===== src/rtl/if_fetch_unit_pkg.sv =====
// Shared types and constants for the instruction-fetch front end.
// Holds the FSM state encoding, the {instr, pc} pair type, the PC width
// used by everything that handles program counters, and small helpers.
package if_fetch_unit_pkg;

    localparam int PC_W    = 16;
    localparam int INSTR_W = 16;

    localparam logic [INSTR_W-1:0] NOP_INSTR_DEFAULT = 16'h0000;

    typedef enum logic [1:0] {
        S_IDLE  = 2'd0,
        S_REQ   = 2'd1,
        S_HOLD  = 2'd2,
        S_DRAIN = 2'd3
    } fetch_state_e;

    typedef struct packed {
        logic [INSTR_W-1:0] instr;
        logic [PC_W-1:0]    pc;
    } fetch_pair_t;

    // PC arithmetic wraps silently modulo 2^PC_W
    function automatic logic [PC_W-1:0] pc_advance(input logic [PC_W-1:0] pc,
                                                   input logic [PC_W-1:0] step);
        return pc + step;
    endfunction

    // Saturating increment for 16-bit event counters
    function automatic logic [15:0] sat_inc(input logic [15:0] v);
        return (v == 16'hFFFF) ? v : v + 16'd1;
    endfunction

endpackage


===== src/rtl/if_fetch_unit_if.sv =====
// Bus bundle between the fetch unit, instruction memory, decode and EX.
// master = fetch unit side, slave = environment (imem/decode/EX) side.
interface if_fetch_unit_if;
    import if_fetch_unit_pkg::*;

    logic               imem_req;
    logic [PC_W-1:0]    imem_addr;
    logic               imem_ack;
    logic [INSTR_W-1:0] imem_rdata;

    logic               if_valid;
    logic [INSTR_W-1:0] if_instr;
    logic [PC_W-1:0]    if_pc;
    logic               id_ready;

    logic               redir_valid;
    logic [PC_W-1:0]    redir_pc;

    modport master (
        output imem_req, imem_addr, if_valid, if_instr, if_pc,
        input  imem_ack, imem_rdata, id_ready, redir_valid, redir_pc
    );

    modport slave (
        input  imem_req, imem_addr, if_valid, if_instr, if_pc,
        output imem_ack, imem_rdata, id_ready, redir_valid, redir_pc
    );

endinterface


===== src/rtl/if_fetch_unit_skid.sv =====
// fetch_skid_buf: one-entry {instr, pc} buffer with valid/ready on both
// sides. Catches a word returned by imem while the IF/ID slot is still
// occupied, so the fetch unit never has to refuse a completed read.
module fetch_skid_buf
    import if_fetch_unit_pkg::*;
(
    input  logic        clk,
    input  logic        clr,
    input  logic        flush_i,
    input  logic        in_valid_i,
    output logic        in_ready_o,
    input  fetch_pair_t in_data_i,
    output logic        out_valid_o,
    input  logic        out_ready_i,
    output fetch_pair_t out_data_o
);

    logic        valid_q;
    fetch_pair_t data_q;

    assign in_ready_o  = !valid_q || out_ready_i;
    assign out_valid_o = valid_q;
    assign out_data_o  = data_q;

    // Entry fills on an accepted push, empties on a pop or a flush
    always_ff @(posedge clk or posedge clr) begin
        if (clr) begin
            valid_q <= 1'b0;
            data_q  <= '0;
        end else if (flush_i) begin
            valid_q <= 1'b0;
        end else if (in_valid_i && in_ready_o) begin
            valid_q <= 1'b1;
            data_q  <= in_data_i;
        end else if (out_ready_i && valid_q) begin
            valid_q <= 1'b0;
        end
    end

endmodule


===== src/rtl/if_fetch_unit.sv =====
// if_fetch_unit: instruction-fetch front end of the 16-bit 5-stage pipe.
// Owns the PC, runs the imem request handshake, and presents {instr, pc}
// to decode with valid/ready. EX redirects flush everything in flight.
// Optional build macro IF_FETCH_PERF_EN adds saturating perf counters
// perf_fetched (words accepted by decode) and perf_killed (imem responses
// discarded because of a redirect).
module if_fetch_unit
    import if_fetch_unit_pkg::*;
#(
    parameter logic [PC_W-1:0]    RESET_PC  = 16'h0000,
    parameter logic [PC_W-1:0]    PC_STEP   = 16'd1,
    parameter logic [INSTR_W-1:0] NOP_INSTR = NOP_INSTR_DEFAULT
) (
    input  logic            clk,
    input  logic            clr,
    if_fetch_unit_if.master bus
`ifdef IF_FETCH_PERF_EN
    ,
    output logic [15:0]     perf_fetched,
    output logic [15:0]     perf_killed
`endif
);

    fetch_state_e    state_q;
    logic [PC_W-1:0] pc_q;
    logic [PC_W-1:0] imem_addr_q;
    logic            imem_req_q;
    logic            slot_valid_q;
    fetch_pair_t     slot_q;

    logic [PC_W-1:0] pc_step_d;
    logic            imem_ack_w;
    logic            redir;
    logic            transfer;
    logic            slot_free;
    logic            skid_push;
    logic            skid_pop;
    logic            skid_in_ready;
    logic            skid_valid;
    fetch_pair_t     skid_data;
    fetch_pair_t     fetched;

    // A redirect is ignored only in the single IDLE cycle after reset
    assign imem_ack_w = bus.imem_ack;
    assign redir      = bus.redir_valid && (state_q != S_IDLE);
    assign transfer   = slot_valid_q && bus.id_ready;
    assign slot_free  = !slot_valid_q || bus.id_ready;
    assign pc_step_d  = pc_advance(pc_q, PC_STEP);
    assign fetched    = '{instr: bus.imem_rdata, pc: imem_addr_q};

    // Returned word goes to the skid only when decode is stalled
    assign skid_push = (state_q == S_REQ) && imem_ack_w && !slot_free
                       && !redir && skid_in_ready;
    assign skid_pop  = (state_q == S_HOLD) && skid_valid && slot_free && !redir;

    fetch_skid_buf u_skid (
        .clk         (clk),
        .clr         (clr),
        .flush_i     (redir),
        .in_valid_i  (skid_push),
        .in_ready_o  (skid_in_ready),
        .in_data_i   (fetched),
        .out_valid_o (skid_valid),
        .out_ready_i (skid_pop),
        .out_data_o  (skid_data)
    );

    // Fetch FSM: PC, imem request/address, and the IF/ID output slot
    always_ff @(posedge clk or posedge clr) begin
        if (clr) begin
            state_q      <= S_IDLE;
            pc_q         <= RESET_PC;
            imem_req_q   <= 1'b0;
            imem_addr_q  <= RESET_PC;
            slot_valid_q <= 1'b0;
            slot_q       <= '{instr: NOP_INSTR, pc: '0};
        end else if (redir) begin
            // Redirect wins over everything; a transfer in this same cycle
            // has already been taken by decode, so the slot just empties.
            pc_q         <= bus.redir_pc;
            slot_valid_q <= 1'b0;
            if ((state_q == S_REQ || state_q == S_DRAIN) && !imem_ack_w) begin
                // Read still outstanding: keep req/addr until it completes
                state_q <= S_DRAIN;
            end else begin
                // Nothing outstanding (or the read completes now and is
                // dropped): start fetching the target immediately
                state_q     <= S_REQ;
                imem_req_q  <= 1'b1;
                imem_addr_q <= bus.redir_pc;
            end
        end else begin
            case (state_q)
                S_IDLE: begin
                    state_q     <= S_REQ;
                    imem_req_q  <= 1'b1;
                    imem_addr_q <= pc_q;
                end
                S_REQ: begin
                    if (imem_ack_w && slot_free) begin
                        slot_valid_q <= 1'b1;
                        slot_q       <= fetched;
                        pc_q         <= pc_step_d;
                        imem_addr_q  <= pc_step_d;
                    end else if (skid_push) begin
                        pc_q        <= pc_step_d;
                        imem_addr_q <= pc_step_d;
                        imem_req_q  <= 1'b0;
                        state_q     <= S_HOLD;
                    end else if (transfer) begin
                        slot_valid_q <= 1'b0;
                    end
                end
                S_HOLD: begin
                    if (skid_pop) begin
                        slot_valid_q <= 1'b1;
                        slot_q       <= skid_data;
                        state_q      <= S_REQ;
                        imem_req_q   <= 1'b1;
                        imem_addr_q  <= pc_q;
                    end
                end
                S_DRAIN: begin
                    if (imem_ack_w) begin
                        state_q     <= S_REQ;
                        imem_addr_q <= pc_q;
                    end
                end
                default: begin
                    state_q <= S_IDLE;
                end
            endcase
        end
    end

    assign bus.imem_req  = imem_req_q;
    assign bus.imem_addr = imem_addr_q;
    assign bus.if_valid  = slot_valid_q;
    assign bus.if_instr  = slot_valid_q ? slot_q.instr : NOP_INSTR;
    assign bus.if_pc     = slot_q.pc;

`ifdef IF_FETCH_PERF_EN
    logic [15:0] perf_fetched_q;
    logic [15:0] perf_killed_q;
    logic        kill_event;

    assign kill_event = imem_ack_w
                        && ((state_q == S_DRAIN) || (state_q == S_REQ && redir));

    // Saturating counters of delivered words and discarded imem responses
    always_ff @(posedge clk or posedge clr) begin
        if (clr) begin
            perf_fetched_q <= '0;
            perf_killed_q  <= '0;
        end else begin
            if (transfer) begin
                perf_fetched_q <= sat_inc(perf_fetched_q);
            end
            if (kill_event) begin
                perf_killed_q <= sat_inc(perf_killed_q);
            end
        end
    end

    assign perf_fetched = perf_fetched_q;
    assign perf_killed  = perf_killed_q;
`endif

endmodule


===== src/flat_wrapper.sv =====
// flat-port wrapper written by rule: the top's interface ports become plain ports
module if_fetch_unit_flat import if_fetch_unit_pkg::*;
#(
    parameter logic [PC_W-1:0]    RESET_PC  = 16'h0000,
    parameter logic [PC_W-1:0]    PC_STEP   = 16'd1,
    parameter logic [INSTR_W-1:0] NOP_INSTR = NOP_INSTR_DEFAULT
)
  (clk, clr, bus_imem_req, bus_imem_addr, bus_if_valid, bus_if_instr, bus_if_pc, bus_imem_ack, bus_imem_rdata, bus_id_ready, bus_redir_valid, bus_redir_pc);
  if_fetch_unit_if bus_i ();
  input  logic clk;
  input  logic clr;
  output wire logic [$bits(bus_i.imem_req)-1:0] bus_imem_req;
  output wire logic [$bits(bus_i.imem_addr)-1:0] bus_imem_addr;
  output wire logic [$bits(bus_i.if_valid)-1:0] bus_if_valid;
  output wire logic [$bits(bus_i.if_instr)-1:0] bus_if_instr;
  output wire logic [$bits(bus_i.if_pc)-1:0] bus_if_pc;
  input wire logic [$bits(bus_i.imem_ack)-1:0] bus_imem_ack;
  input wire logic [$bits(bus_i.imem_rdata)-1:0] bus_imem_rdata;
  input wire logic [$bits(bus_i.id_ready)-1:0] bus_id_ready;
  input wire logic [$bits(bus_i.redir_valid)-1:0] bus_redir_valid;
  input wire logic [$bits(bus_i.redir_pc)-1:0] bus_redir_pc;
  assign bus_imem_req = bus_i.imem_req;
  assign bus_imem_addr = bus_i.imem_addr;
  assign bus_if_valid = bus_i.if_valid;
  assign bus_if_instr = bus_i.if_instr;
  assign bus_if_pc = bus_i.if_pc;
  assign bus_i.imem_ack = bus_imem_ack;
  assign bus_i.imem_rdata = bus_imem_rdata;
  assign bus_i.id_ready = bus_id_ready;
  assign bus_i.redir_valid = bus_redir_valid;
  assign bus_i.redir_pc = bus_redir_pc;
  if_fetch_unit #(.RESET_PC(RESET_PC), .PC_STEP(PC_STEP), .NOP_INSTR(NOP_INSTR)) u_core (.clk(clk), .clr(clr), .bus(bus_i));
endmodule

===== config.mk =====
export PLATFORM = sky130hd
export DESIGN_NAME = if_fetch_unit_flat
export DESIGN_NICKNAME = d
export VERILOG_FILES = /design/src/rtl/if_fetch_unit_pkg.sv /design/src/rtl/if_fetch_unit_if.sv /design/src/rtl/if_fetch_unit_skid.sv /design/src/rtl/if_fetch_unit.sv /design/src/flat_wrapper.sv
export SDC_FILE = /design/constraint.sdc
export NUM_CORES = 1
export LEC_CHECK = 0
export CORE_ASPECT_RATIO = 0.5
export CORE_MARGIN = 2
export CORE_UTILIZATION = 50
export CTS_BUF_LIST = sky130_fd_sc_hd__clkbuf_16
export DETAILED_ROUTE_END_ITERATION = 8
export GPL_ROUTABILITY_DRIVEN = 0
export PLACE_DENSITY_LB_ADDON = 0.2
export SETUP_SLACK_MARGIN = 0.02
export SLEW_MARGIN = 30
export SYNTH_ARGS = -nofsm -noshare
export SYNTH_HDL_FRONTEND = slang
export SYNTH_SLANG_ARGS = --single-unit

===== constraint.sdc =====
create_clock -name clk -period 7.55 [get_ports clk]
set_input_delay 0.755 -clock clk [delete_from_list [all_inputs] [get_ports clk]]
set_output_delay 0.755 -clock clk [all_outputs]
set_load 0.02 [all_outputs]

# After elaboration in Yosys (flattened, before gate mapping)
# Index checks and enable logic that the tools add are counted.
# W data, S select, Z words.
# totals
register_bits	101
inputBits	37
out_inout_bits	50
elab_cells	95
# op_classes
n_addsub	1
n_eq_ne	13
mux	34
n_bitwise	1
reduce_logical	36
# ops
cell	count
$mux W16	9
$mux W32	2
$pmux W16 S4	1
$pmux W32 S2	1
$add A16 B1 Y16 const B	1
$reduce_and A4 Y1	4
$logic_and A1 B1 Y1	13
$mux W1	12
$mux W2	6
$ne A3 B2 Y1 const B	4
$reduce_bool A3 Y1	3
$ne A4 B3 Y1 const B	2
$pmux W2 S4	1
$ne A2 B2 Y1 const B	3
$reduce_bool A2 Y1	3
$logic_not A1 Y1	5
$reduce_and A5 Y1	1
$eq A2 B2 Y1 const B	2
$ne A4 B2 Y1 const B	1
$reduce_and A2 Y1	2
$reduce_bool A4 Y1	1
$logic_or A1 B1 Y1	3
$pmux W1 S3	1
$eq A2 B1 Y1 const B	1
other kinds (3)	3

# Depth between registers and ports, before layout
# Gate-level depths: netlist (run 1).
# logic_depth
word_depth	10
mapped_depth	10
ltp_nobuf	7

# Hierarchy
# From an unflattened synthesis (run 1), not the netlist that was laid out.
# unflattened
cells_unflattened	561
hier_area_um2	5203.7
# by_module_without_submodules
module	n_inst	cells_each	area_per_inst_um2	seq_area_each_um2
if_fetch_unit	1	487	3936.3	1701.6
fetch_skid_buf	1	74	1267.5	825.8

# Worst setup path after synthesis (run 1)
# OpenSTA, ideal clock, no wires.
# synth_path
path_type	input -> register
from	input port bus_id_ready
to	register u_core.u_skid.data_q, in the netlist u_core.u_skid.out_data_o[0]
setup_time_ns	0.125
t_arrival_ns	1.852
required_time_ns	7.425
setup_slack_ns	5.573
stages	5
path_buffers	1
cell_sequence	nand2b_2 > nor3b_4 > nand3_2 > buf_2 > mux2_2
# synth_via
elab_chain_len	7
word_cells_on_any_way	10
cone_classes	10 x reduce/logical
# synth_rtl
item	line	source
from (decl)	flat_wrapper.sv:19	input wire logic [$bits(bus_i.id_ready)-1:0] bus_id_ready;
$logic_or A1 B1 Y1 (*)	if_fetch_unit.sv:47	assign slot_free = !slot_valid_q || bus.id_ready;
$logic_not A1 Y1 / $logic_and A1 B1 Y1 (equally long branches)	if_fetch_unit.sv:52, if_fetch_unit.sv:54	
$logic_and A1 B1 Y1, on equally long branches	if_fetch_unit.sv:52, if_fetch_unit.sv:54	
$logic_and A1 B1 Y1 / $logic_or A1 B1 Y1 (equally long branches)	if_fetch_unit.sv:53, if_fetch_unit_skid.sv:21	
$logic_and A1 B1 Y1	if_fetch_unit.sv:53	&& !redir && skid_in_ready;
$logic_and A1 B1 Y1 (*)	if_fetch_unit_skid.sv:32	end else if (in_valid_i && in_ready_o) begin
$reduce_and A2 Y1 (no source line) (*)	-	
to (signal assigned)	if_fetch_unit_skid.sv:34	data_q <= in_data_i;
to (decl)	if_fetch_unit_skid.sv:19	fetch_pair_t data_q;
# Every way passes the cells marked *; elsewhere a longest branch is shown, timed or not.
# A chain may end at the register's enable or synchronous reset.

# Final worst setup path (run 1)
# layout_path
from	input port bus_id_ready
to	register u_core.u_skid.data_q, in the netlist u_core.u_skid.out_data_o[13]
# Same word-level chain as after synthesis.

==> out/metrics.cfg, run 1 <==
[detailed_routing]
totalWireLength_um=11400
dr.pass1.iters=4
vias_per_cell=5.43
drtAntennaViolNets=0
routed-via-count=3951
drt_iter0_markers=195
drc=0
wl_per_cell_um=15.6

[critical_path]
worst-path-buf-inv=1
cp_top_family=simple AND/OR/NAND/NOR gates
crit_slowest_cell=nand3_2
cp.required_ns=7.76
cp.arrival_ns=3.00
worstSetupPathType=primary input to flip-flop
max_stage_delay_ns=0.71
r2r_start=u_core.state_q[0]
path_max_fanout=34
worstSetupStartpointType=primary input
end_kind=flip-flop
startpoint=bus_id_ready
crit_chain=clkdlybuf4s50_1 -> nand2b_2 -> nor3b_4 -> nand3_2 -> mux2_2

[yosys]
synth_nets=579
synth_area_um2=5380
ys_seq_area_share_pct=47.0
ys_ff_latch=101
synth.avg_cell_area_um2=10.0
syn_inst=537
synth_edf_count=0
synthDistinctLibCells=59
yosys_warnings=0
async_reset_ff_share_pct=100
ys.flop_type=dfrtp_1

[final_layout]
drive_above_1_share_pct=12.2
fillCellCount=891
layout_common_cells=dfrtp_1, clkdlybuf4s50_1, nor2_1
area_delta_synth_final_pct=19.3
fin_nets=625
layout_commonest_cell=dfrtp_1
n_antenna_cell=0
final_cell_area_um2=6420

[floorplan]
io_pins=87
num_rows=26
die-area_um2=11700
dieHeight_um=77.4
start_util_pct=52.0
placeableCoreArea_um2=10300
die_w_um=151

[global_routing]
grt_max_degree=67
antenna_found_initial=0
grt_pass1_vias=3785
track_usage_pct=20.5
grt_pass1_wl_um=19000
overflow=0

[clock_tree]
cts_setup_buffers=0
htree_levels=3
cts_root_buf=clkbuf_16
cts_hold_buf=0
numCtsBuffers=9
cts.path.max_buffers=2
cts_tree=yes
path_clk_slew_ns=0.06
ctsResizeCount=0
clk_latency_ns=0.33
cts.sinks=101

[sta]
worst_pin_slew_ns=0.898
period_share_pct=37.0
slew_violations=0
rsz0062_at_grt=false
setup_tns_ns=0
finalCriticalPeriod_ns=2.79
fmax_mhz=358
hold_viol_final=0
slew_headroom_pct=40.1
setup-violations-final=0
finClkSkew_ns=0.00797

[power]
peakVddDrop_v=0.000185
cellPowerDensity_nw_per_um2=422
p_leak_nw=2.62

[placement]
placed_area_um2=6140
io_buffers=86
hpwl_um=7630

[run]
maxCapViolCount=0

[worst_hold_path]
hold_class=flip-flop to flip-flop
worstHoldStart=u_core.u_skid.out_data_o[12]

[outcome]
outcome=finished, final reports clean

[worst min-delay path: stages, from the launching register on]
cell and delay [ns]:
dfrtp_1 0.35, nand2_1 0.05, o21ai_0 0.06
[layer usage]
metal  global-route usage, %  routed length, µm  vias to the layer above
li1                        -                  -                     1968
met1                    29.7               5580                     1892
met2                    32.0               5150                       87
met3                    4.35                590                        4
met4                    4.58                 54                        0
met5                       0                  0                        -
[cell usage after synthesis (all sizes together) (2+ instances only)]
cell	n	area, µm²
a21bo	2	20.0
and2	17	106
nand3	11	60.1
nor2	74	278
nor4	5	46.3
a21oi	49	245
ha	5	62.6
a31o	2	17.5
o31ai	12	90.1
o22ai	2	12.5
inv	8	30.0
o22a	6	53.8
nand2	33	124
xnor2	12	105
a21o	2	15.0
nand2b	2	15.0
and4	2	17.5
or3	2	12.5
o21ai	16	83.8
a31oi	7	43.8
a22oi	2	15.0
dfrtp	101	2530
nor3	3	20.0
mux2	34	383
clkbuf	10	42.5
and3	4	25.0
a211oi	4	30.0
nor2b	2	12.5
mux2i	37	370
buf	46	289
nand4	8	65.1
[final timing paths]
kind | depth (start not counted) | slack (ns) | to
max | 5 | 4.76 | u_core.u_skid.out_data_o[13]
min | 2 | 0.49 | u_core.u_skid.out_data_o[12]
max reg2reg | 8 | 4.85 | u_core.bus.imem_addr[11]
min reg2reg | 2 | 0.49 | u_core.u_skid.out_data_o[12]
max in group asynchronous | 3 | 5.55 | u_core.pc_q[7]
min in group asynchronous | 2 | 0.78 | u_core.u_skid.out_data_o[18]
[power breakdown]
group	switching [mW]	internal [mW]
clock	0.208	0.228
sequential	0.236	0.797
combinational	0.660	0.582
[through the flow]
step,setup WS (ns),hold slack [ns],total power [mW],utilization [%],std cells
6_report,4.76,0.491,2.71,62.1,728
5_1_grt,4.60,0.523,2.92,62.1,728
4_1_cts,4.73,0.496,2.74,62.1,728
3_5_place_dp,4.39,0.481,2.29,59.3,712
3_3_place_gp,4.43,0.474,2.26,59.3,712
2_1_floorplan,4.15,0.450,1.94,-,537
[flip-flops by register name, indices dropped and copies added (netlist names)]
register                   count
u_core.u_skid.out_valid_o      1
u_core.bus.imem_req            1
u_core.state_q                 2
u_core.pc_q                   16
u_core.bus.imem_addr          16
u_core.bus.if_valid            1
u_core.u_skid.out_data_o      32
u_core.slot_q                 16
u_core.bus.if_pc              16
[cell families (layout without fill, tap and decap cells)]
group                    Yosys count  in the layout  share of synthesized area (%)
buffers and inverters             64            115                           6.72
multiplexers                      71             71                           14.0
XOR/XNOR                          13             13                           2.12
AO/OA/AOI/OAI                    116            116                           13.8
flip-flops                       101            101                           47.0
adder cells (fa/ha/maj)            5              5                           1.16
AND/OR/NAND/NOR                  167            167                           15.3
[area by class of cell]
type | count | area (µm²) | share of cell area, %
well taps | 140 | 175 | 2.73
clock buffers | 9 | 225 | 3.51
multi-input cells | 372 | 2500 | 39.0
clock inverters | 7 | 57.6 | 0.896
repair buffers | 91 | 898 | 14.0
inverters | 8 | 32.5 | 0.507
flip-flops and latches | 101 | 2530 | 39.4
Note: power is estimated with default switching activity, not from simulation.
==> inputs of run 2 (changes only) <==
Clock period 7.55 ns to 2.9 ns, I/O delays scaled along.
==> out/metrics.cfg, run 2 (synthesized netlist as in run 1, its figures left out) <==
[outcome]
outcome=finished, final reports clean

[final_layout]
fin_nets=630  ; +0.80%
area_delta_synth_final_pct=20.1
fillCellCount=909  ; +2.0%
largest_reg_flops=32  ; unchanged
layout_common_cells=dfrtp_1, clkdlybuf4s50_1, nor2_1
layout_commonest_cell=dfrtp_1
n_antenna_cell=0  ; unchanged
drive_above_1_share_pct=13.0  ; +0.76 points

[power]
peakVddDrop_v=0.000426  ; +130%
p_leak_nw=2.65  ; +1.0%
cellPowerDensity_nw_per_um2=1100  ; +160%

[sta]
period_share_pct=87.5
fmax_mhz=394
worst_pin_slew_ns=0.625  ; -0.273 ns
slew_violations=0  ; unchanged
hold_viol_final=0  ; unchanged
worst_slack_ns=0.363  ; -4.40 ns
setup-violations-final=0  ; unchanged
setup_tns_ns=0  ; unchanged
slew_headroom_pct=58.3  ; +18 points
finalCriticalPeriod_ns=2.54
rsz0062_at_grt=false
finClkSkew_ns=0.00746  ; -0.000510 ns

[clock_tree]
cts_setup_buffers=0  ; unchanged
cts_hold_buf=0  ; unchanged
cts_tree=yes
numCtsBuffers=9  ; unchanged
cts_root_buf=clkbuf_16
cts.sinks=101  ; unchanged
cts.path.max_buffers=2  ; unchanged
clk_latency_ns=0.35  ; +0.02 ns
path_clk_slew_ns=0.07  ; about the same
htree_levels=3  ; unchanged
ctsResizeCount=0  ; unchanged

[floorplan]
die-area_um2=11700  ; unchanged
placeableCoreArea_um2=10300  ; unchanged
dieHeight_um=77.4  ; unchanged
io_pins=87  ; unchanged
die_w_um=151  ; unchanged
start_util_pct=52.0  ; unchanged
num_rows=26  ; unchanged

[detailed_routing]
top_layer_used=met4
totalWireLength_um=11800  ; +3.8%
met1_length_um=5910  ; +5.9%
wl_per_cell_um=16.1  ; +3.2%
dr.pass1.iters=4  ; unchanged
drc=0  ; unchanged
drtAntennaViolNets=0  ; unchanged
routed-via-count=4014  ; +1.6%
drt_iter0_markers=248  ; +27%
wl_met3_um=554  ; -6.1%
vias_per_cell=5.48  ; +1.0%
route.met2.wl_um=5240  ; +1.7%

[critical_path]
r2r_slack_ns=0.36  ; -4.49 ns
end_kind=flip-flop
cp.arrival_ns=2.74  ; -0.26 ns
worstSetupStartpointType=flip-flop
worstSetupPathType=flip-flop to flip-flop
r2r_start=u_core.state_q[1]
worstRegToRegCells=8  ; unchanged
path_max_fanout=64  ; +88%
r2r-end=u_core.slot_q[30]
cp.required_ns=3.10  ; -4.66 ns

[global_routing]
track_usage_pct=21.5  ; +0.99 points
grt_pass1_wl_um=19700  ; +4.0%
grt_max_degree=102  ; +52%
overflow=0  ; unchanged
grt_pass1_vias=3929  ; +3.8%
antenna_found_initial=0  ; unchanged

[run]
maxCapViolCount=0  ; unchanged

[placement]
io_buffers=86  ; unchanged
hpwl_um=8000  ; +4.8%
dp_slack_ns=0.405  ; -3.99 ns

[worst_hold_path]
hold_class=primary input to async pin

[run 2: per-stage QoR]
stage               hold slack [ns]  util, %  area (µm²)  power (mW)  instances
floorplan                     0.438        -        5390        5.05        537
global route                  0.511     62.5        6460        7.64        732
CTS                           0.470     62.5        6460        7.16        732
finish                        0.445     62.5        6460        7.11        732
detailed placement            0.481     59.8        6190        6.03        717
global placement              0.463     59.8        6190        5.91        717
[run 2: power breakdown]
group | leakage (nW) | internal [mW] | total, mW | switching (mW)
Clock | 0.132 | 0.585 | 1.13 | 0.541
Combinational | 1.31 | 1.54 | 3.28 | 1.74
Sequential | 1.20 | 2.08 | 2.70 | 0.622
[run 2: how the worst max path moves through the flow]
stage          slack (ns)         startpoint                    to  depth (start not counted)
2_1_floorplan        0.99     u_core.pc_q[0]       u_core.pc_q[12]                          7
3_3_place_gp         0.53  u_core.state_q[1]  u_core.bus.if_pc[15]                          8
3_5_place_dp         0.41  u_core.state_q[1]     u_core.slot_q[30]                          8
4_1_cts              0.38  u_core.state_q[1]     u_core.slot_q[30]                          8
5_1_grt              0.12  u_core.state_q[1]     u_core.slot_q[23]                          8
6_report             0.36  u_core.state_q[1]     u_core.slot_q[30]                          8
[run 2: layout make-up]
cell class                 instances  area (µm²)  share of cell area (%)
multi-input combinational        372        2500                    38.8
tap                              140         175                    2.71
timing repair buffer              96         948                    14.7
sequential                       101        2530                    39.1
inverter                           8        33.8                   0.523
clock buffer                       9         225                    3.48
clock inverter                     6        47.5                   0.736
[run 2: critical path, cell delays in order (launching register included)]
cell and delay (ns):
dfrtp_1 0.42, inv_1 0.11, ha_1 0.56, inv_1 0.29
o21ai_0 0.38, nor3_4 0.04, buf_4 0.31, nor2_1 0.18
a21oi_1 0.06
[run 2: layer usage]
| layer | global-route usage, % | vias up |
|---|---|---|
| met5 | 0 | - |
| met4 | 4.49 | 0 |
| met3 | 5.29 | 9 |
| met2 | 33.8 | 85 |
| met1 | 30.5 | 1940 |
| li1 | - | 1980 |
